**src/rtl/keypad_scanner_if.sv**
```systemverilog
// Keypad matrix lines plus the accepted-key output towards the key-history logic.
// The scanner is the master: it drives columns and the key code, and senses rows.
interface keypad_scanner_if;
    logic [3:0] rows;
    logic [3:0] cols;
    logic [3:0] key_code;
    logic       key_valid;

    modport master (input rows, output cols, output key_code, output key_valid);
    modport slave  (output rows, input cols, input key_code, input key_valid);
endinterface

```
**src/rtl/keypad_scanner.sv**
```systemverilog
// 4x4 keypad scanner: walks one active-low column per slow tick, debounces press and release.
// Latency: 2 clk sync + 1 clk edge detect, key_valid 1 clk after the confirming tick; no backpressure.
module keypad_scanner #(
    parameter int DEBOUNCE_TICKS = 3
) (
    input  logic               clk,
    input  logic               reset,
    input  logic               slow_clk,
    keypad_scanner_if.master   kp
);
    localparam int CW = $clog2(DEBOUNCE_TICKS + 1);
    localparam logic [CW-1:0] DT = CW'(DEBOUNCE_TICKS);

    typedef enum logic [1:0] {SCAN, DEBOUNCE, HELD, RELEASE} state_t;

    logic          slow_s1, slow_s2, slow_s3;
    logic [3:0]    rows_s1, rows_s2;
    state_t        state_q, state_d;
    logic [1:0]    col_q, col_d;
    logic [CW-1:0] cnt_q, cnt_d, cnt_inc;
    logic [1:0]    cand_row_q, cand_row_d;
    logic [1:0]    cand_col_q, cand_col_d;
    logic [3:0]    key_code_q, key_code_d;
    logic          key_valid_q, key_valid_d;
    logic          tick, hit;
    logic [1:0]    win_row;

    always_ff @(posedge clk) begin
        if (!reset) begin
            slow_s1     <= 1'b0;
            slow_s2     <= 1'b0;
            slow_s3     <= 1'b0;
            rows_s1     <= 4'hF;
            rows_s2     <= 4'hF;
            state_q     <= SCAN;
            col_q       <= 2'd0;
            cnt_q       <= '0;
            cand_row_q  <= 2'd0;
            cand_col_q  <= 2'd0;
            key_code_q  <= 4'h0;
            key_valid_q <= 1'b0;
        end else begin
            slow_s1     <= slow_clk;
            slow_s2     <= slow_s1;
            slow_s3     <= slow_s2;
            rows_s1     <= kp.rows;
            rows_s2     <= rows_s1;
            state_q     <= state_d;
            col_q       <= col_d;
            cnt_q       <= cnt_d;
            cand_row_q  <= cand_row_d;
            cand_col_q  <= cand_col_d;
            key_code_q  <= key_code_d;
            key_valid_q <= key_valid_d;
        end
    end

    assign tick    = slow_s2 & ~slow_s3;
    assign hit     = ~&rows_s2;
    assign cnt_inc = cnt_q + CW'(1);

    // Lowest-index low row wins when several rows are pulled down together.
    always_comb begin
        win_row = 2'd0;
        for (int i = 3; i >= 0; i--) begin
            if (!rows_s2[i]) win_row = 2'(i);
        end
    end

    always_comb begin
        state_d     = state_q;
        col_d       = col_q;
        cnt_d       = cnt_q;
        cand_row_d  = cand_row_q;
        cand_col_d  = cand_col_q;
        key_code_d  = key_code_q;
        key_valid_d = 1'b0;
        if (tick) begin
            unique case (state_q)
                SCAN: begin
                    if (!hit) begin
                        col_d = col_q + 2'd1;
                    end else begin
                        cand_row_d = win_row;
                        cand_col_d = col_q;
                        cnt_d      = CW'(1);
                        if (DEBOUNCE_TICKS == 1) begin
                            key_code_d  = {win_row, col_q};
                            key_valid_d = 1'b1;
                            state_d     = HELD;
                        end else begin
                            state_d = DEBOUNCE;
                        end
                    end
                end
                DEBOUNCE: begin
                    if (hit && win_row == cand_row_q) begin
                        cnt_d = cnt_inc;
                        if (cnt_inc == DT) begin
                            key_code_d  = {cand_row_q, cand_col_q};
                            key_valid_d = 1'b1;
                            state_d     = HELD;
                        end
                    end else begin
                        state_d = SCAN;
                    end
                end
                HELD: begin
                    if (!hit) begin
                        cnt_d = CW'(1);
                        if (DEBOUNCE_TICKS == 1) begin
                            state_d = SCAN;
                            col_d   = col_q + 2'd1;
                        end else begin
                            state_d = RELEASE;
                        end
                    end
                end
                RELEASE: begin
                    if (!hit) begin
                        cnt_d = cnt_inc;
                        if (cnt_inc == DT) begin
                            state_d = SCAN;
                            col_d   = col_q + 2'd1;
                        end
                    end else begin
                        state_d = HELD;
                    end
                end
                default: state_d = SCAN;
            endcase
        end
    end

    assign kp.cols      = ~(4'b0001 << col_q);
    assign kp.key_code  = key_code_q;
    assign kp.key_valid = key_valid_q;
endmodule

```
**src/flat_wrapper.sv**
```systemverilog
// flat-port wrapper written by rule: the top's interface ports become plain ports
module keypad_scanner_flat 
#(
    parameter int DEBOUNCE_TICKS = 3
)
  (clk, reset, slow_clk, kp_rows, kp_cols, kp_key_code, kp_key_valid);
  keypad_scanner_if kp_i ();
  input  logic clk;
  input  logic reset;
  input  logic slow_clk;
  input wire logic [$bits(kp_i.rows)-1:0] kp_rows;
  output wire logic [$bits(kp_i.cols)-1:0] kp_cols;
  output wire logic [$bits(kp_i.key_code)-1:0] kp_key_code;
  output wire logic [$bits(kp_i.key_valid)-1:0] kp_key_valid;
  assign kp_i.rows = kp_rows;
  assign kp_cols = kp_i.cols;
  assign kp_key_code = kp_i.key_code;
  assign kp_key_valid = kp_i.key_valid;
  keypad_scanner #(.DEBOUNCE_TICKS(DEBOUNCE_TICKS)) u_core (.clk(clk), .reset(reset), .slow_clk(slow_clk), .kp(kp_i));
endmodule
```
**config.mk**
```make
export PLATFORM = sky130hd
export DESIGN_NAME = keypad_scanner_flat
export DESIGN_NICKNAME = d
export VERILOG_FILES = /design/src/rtl/keypad_scanner_if.sv /design/src/rtl/keypad_scanner.sv /design/src/flat_wrapper.sv
export SDC_FILE = /design/constraint.sdc
export NUM_CORES = 1
export LEC_CHECK = 0
export CAP_MARGIN = 10
export CORE_ASPECT_RATIO = 1.4
export CORE_MARGIN = 2
export CORE_UTILIZATION = 53
export DETAILED_ROUTE_END_ITERATION = 10
export PLACE_DENSITY = 0.78
export SETUP_SLACK_MARGIN = 0.2
export SLEW_MARGIN = 10
export SYNTH_ARGS = -nofsm -noshare
export SYNTH_HDL_FRONTEND = slang
export SYNTH_SLANG_ARGS = --single-unit
```
**constraint.sdc**
```tcl
create_clock -name clk -period 2.1 [get_ports clk]
set_input_delay 0.315 -clock clk [delete_from_list [all_inputs] [get_ports clk]]
set_output_delay 0.315 -clock clk [all_outputs]
set_load 0.01 [all_outputs]
```
==> results.sh <==
export IMPL_placementRows=20
export IMPL_gp_congestion=0.806
export IMPL_maxSlewViolCount=0
export IMPL_synthAdderAreaFrac=0.0528
export IMPL_synthFlopType="dfxtp_1"
export IMPL_port_buffers=15
export IMPL_drcViolationCount=0
export IMPL_reg2reg_depth=5
export IMPL_tightestPinTransition_ns=0.457
export IMPL_worstSkewPairLatency_ns=0.33
export IMPL_die_area_um2=2640
export IMPL_synthesis_nets=135
export IMPL_grt_pass1_vias=812
export IMPL_synth_simple_area_share=0.256
export IMPL_layout_common_cells="dfxtp_1, clkdlybuf4s50_1, nor2_1"
export IMPL_final_common_cell="dfxtp_1"
export IMPL_synth_area_leaders="dfxtp_1, ha_1, nand2b_1"
export IMPL_viasPerCell=5.35
export IMPL_dp_hpwl_um=1490
export IMPL_holdPathStages=1
export IMPL_clockRootBuffer="clkbuf_4"
export IMPL_die_w_um=44.0
export IMPL_cts_tree="yes"
export IMPL_p_leak_nw=0.557
export IMPL_synth_xor_area_frac=0.00739
export IMPL_fmax_ghz=0.568
export IMPL_synth_avg_cell_area_um2=9.63
export IMPL_hp_class="flip-flop to flip-flop"
export IMPL_syn_area_um2=1180
export IMPL_pin_count=16
export IMPL_drt_iter0_drc=13
export IMPL_muxShareOfSynthArea=0.0338
export IMPL_area_growth_pct=20.1
export IMPL_ys_async_sr_fraction=0
export IMPL_critPathCaptureType="output port"
export IMPL_synth_seq_cells=26
export IMPL_antenna_cells=0
export IMPL_final_cells=162
export IMPL_dr_total_vias=867
export IMPL_fin_crit_ns=1.76
export IMPL_htreeDepth=1
export IMPL_yosysTopAreaCellShare=0.439
export IMPL_synth_compound_area_frac=0.154
export IMPL_die_h_um=59.9
export IMPL_synth_top_family_by_area="simple AND/OR/NAND/NOR gates"
export IMPL_holdBufCountCts=0
export IMPL_start_util=0.551
export IMPL_clk_path_buf_depth=2
export IMPL_peakVddDrop_v=0.000457
export IMPL_cp_start_kind="flip-flop"
export IMPL_rsz0062_at_grt="false"
export IMPL_yosysSeqAreaShare=0.439
export IMPL_core_area_um2=2150
export IMPL_maxCapViolCount=0
export IMPL_worst_ep_required_time_ns=1.78
export IMPL_dr_pass1_iters=4
export IMPL_grt_max_degree=16
export IMPL_slew_limit_headroom=0.696
export IMPL_wl_per_cell_um=11.9
export IMPL_finalSetupTns_ns=0
export IMPL_setup_violations=0
export IMPL_grt_first_pass_wirelength_um=3350
export IMPL_antenna_found_initial=0
export IMPL_crit_type="flip-flop to output port"
export IMPL_cts_buffers=3
export IMPL_critPathArrivalTime_ns=1.45
export IMPL_fin_skew_ns=0.00717
export IMPL_cts_sinks=26
export IMPL_gr_total_overflow=0
export IMPL_regToRegSetupSlack_ns=0.37
export IMPL_nets=153
export IMPL_yosysWarnings=0
export IMPL_fin_crit_sh=0.839
export IMPL_syn_inst=123
export IMPL_wirelength_um=1940
export IMPL_synth_edf_count=0
export IMPL_cts_reportedPaths_clkPinSlew_ns=0.14
export IMPL_detail_route_antenna_nets=0
export IMPL_power_density_nw_per_um2=651
export IMPL_dpl_cell_count=157
export IMPL_layout_drive_gt1_share=0.136
export IMPL_grt_use_total=0.172
export IMPL_synth_cell_types=36
export IMPL_crit_fanout=4
export IMPL_hold_viol=0
export IMPL_yosysTopAreaCell="dfxtp_1"
export IMPL_status="finished, final reports clean"
-- registers in the layout, summed over array words and instances, names as in the netlist --
| name | cells |
|---|---|
| u_core.cnt_q | 2 |
| u_core.col_q | 2 |
| u_core.slow_s1 | 1 |
| u_core.rows_s1 | 4 |
| u_core.slow_s3 | 1 |
| u_core.state_q | 2 |
| u_core.cand_row_q | 2 |
| u_core.slow_s2 | 1 |
| u_core.kp.key_valid | 1 |
| u_core.kp.key_code | 4 |
| u_core.cand_col_q | 2 |
| u_core.rows_s2 | 4 |
-- critical path, stage by stage, from the launching register on --
cell             delay (ns)
dfxtp_2                0.36
ha_1                   0.19
inv_1                  0.05
clkdlybuf4s50_1        0.52
-- cell type report --
class                           count  area [um^2]
Inverter                           10         37.5
Clock inverter                      1         30.0
Fill cell                         169          729
Multi-Input combinational cell     82          602
Sequential cell                    26          523
Clock buffer                        3         22.5
Timing Repair Buffer               18          180
Tap cell                           22         27.5
-- synthesized netlist by cell type, drive strengths merged, types with 2 or more instances --
cell    count
nor3b       2
and3        2
and2        3
ha          5
nand2       7
inv        10
mux2i       4
dfxtp      26
nor2b       7
nor2       11
clkbuf      3
nor3        2
nand2b     10
o221a       2
nand3b      2
a211oi      2
a21oi       9
-- path summary, 6_finish.rpt --
| kind | startpoint | end |
|---|---|---|
| max reg2reg | u_core.rows_s2[2] | u_core.cnt_q[0] |
| min reg2reg | u_core.rows_s1[0] | u_core.rows_s2[0] |
| max | u_core.col_q[0] | kp_cols[3] |
| min | u_core.rows_s1[0] | u_core.rows_s2[0] |
-- repair_timing --
item                       4_1_cts  5_1_grt
gates resized for setup          2        4
setup endpoints to repair        2        4
setup buffers                    1        0
hold endpoints to repair         0        0
-- through the flow --
stage	hold slack (ns)	area, um^2	power (mW)	utilization	setup slack (ns)
6_report	0.417	1420	0.926	0.661	0.339
3_5_place_dp	0.392	1350	0.595	0.626	0.371
4_1_cts	0.424	1410	0.936	0.655	0.221
2_1_floorplan	0.386	1180	0.568	-	0.565
5_1_grt	0.448	1420	0.963	0.661	0.247
3_3_place_gp	0.393	1350	0.593	0.626	0.450
-- report_power, final --
group / leakage [nW] / internal, mW / switching [mW]
logic: 0.316 / 0.0368 / 0.0333
registers: 0.213 / 0.506 / 0.00912
clock network: 0.0279 / 0.193 / 0.148
total: 0.557 / 0.736 / 0.190
-- cell families (layout without fill, tap and decap cells) --
group	after synthesis	in the layout
adders and majority gates	5	5
muxes	4	4
buffers and inverters	15	32
and+or+nand+nor	50	50
AOI/OAI and AO/OA	22	22
DFF	26	26
xor gates and xnor gates	1	1
-- per-layer routing --
layer / track usage / wire length [um] / up-vias
met5: 0 / 0 / -
met4: 0.117 / 43 / 0
met3: 0.0181 / 40 / 4
met2: 0.294 / 1040 / 11
met1: 0.196 / 809 / 404
li1: - / - / 448
No activity file was read; power rests on OpenSTA's default activity.
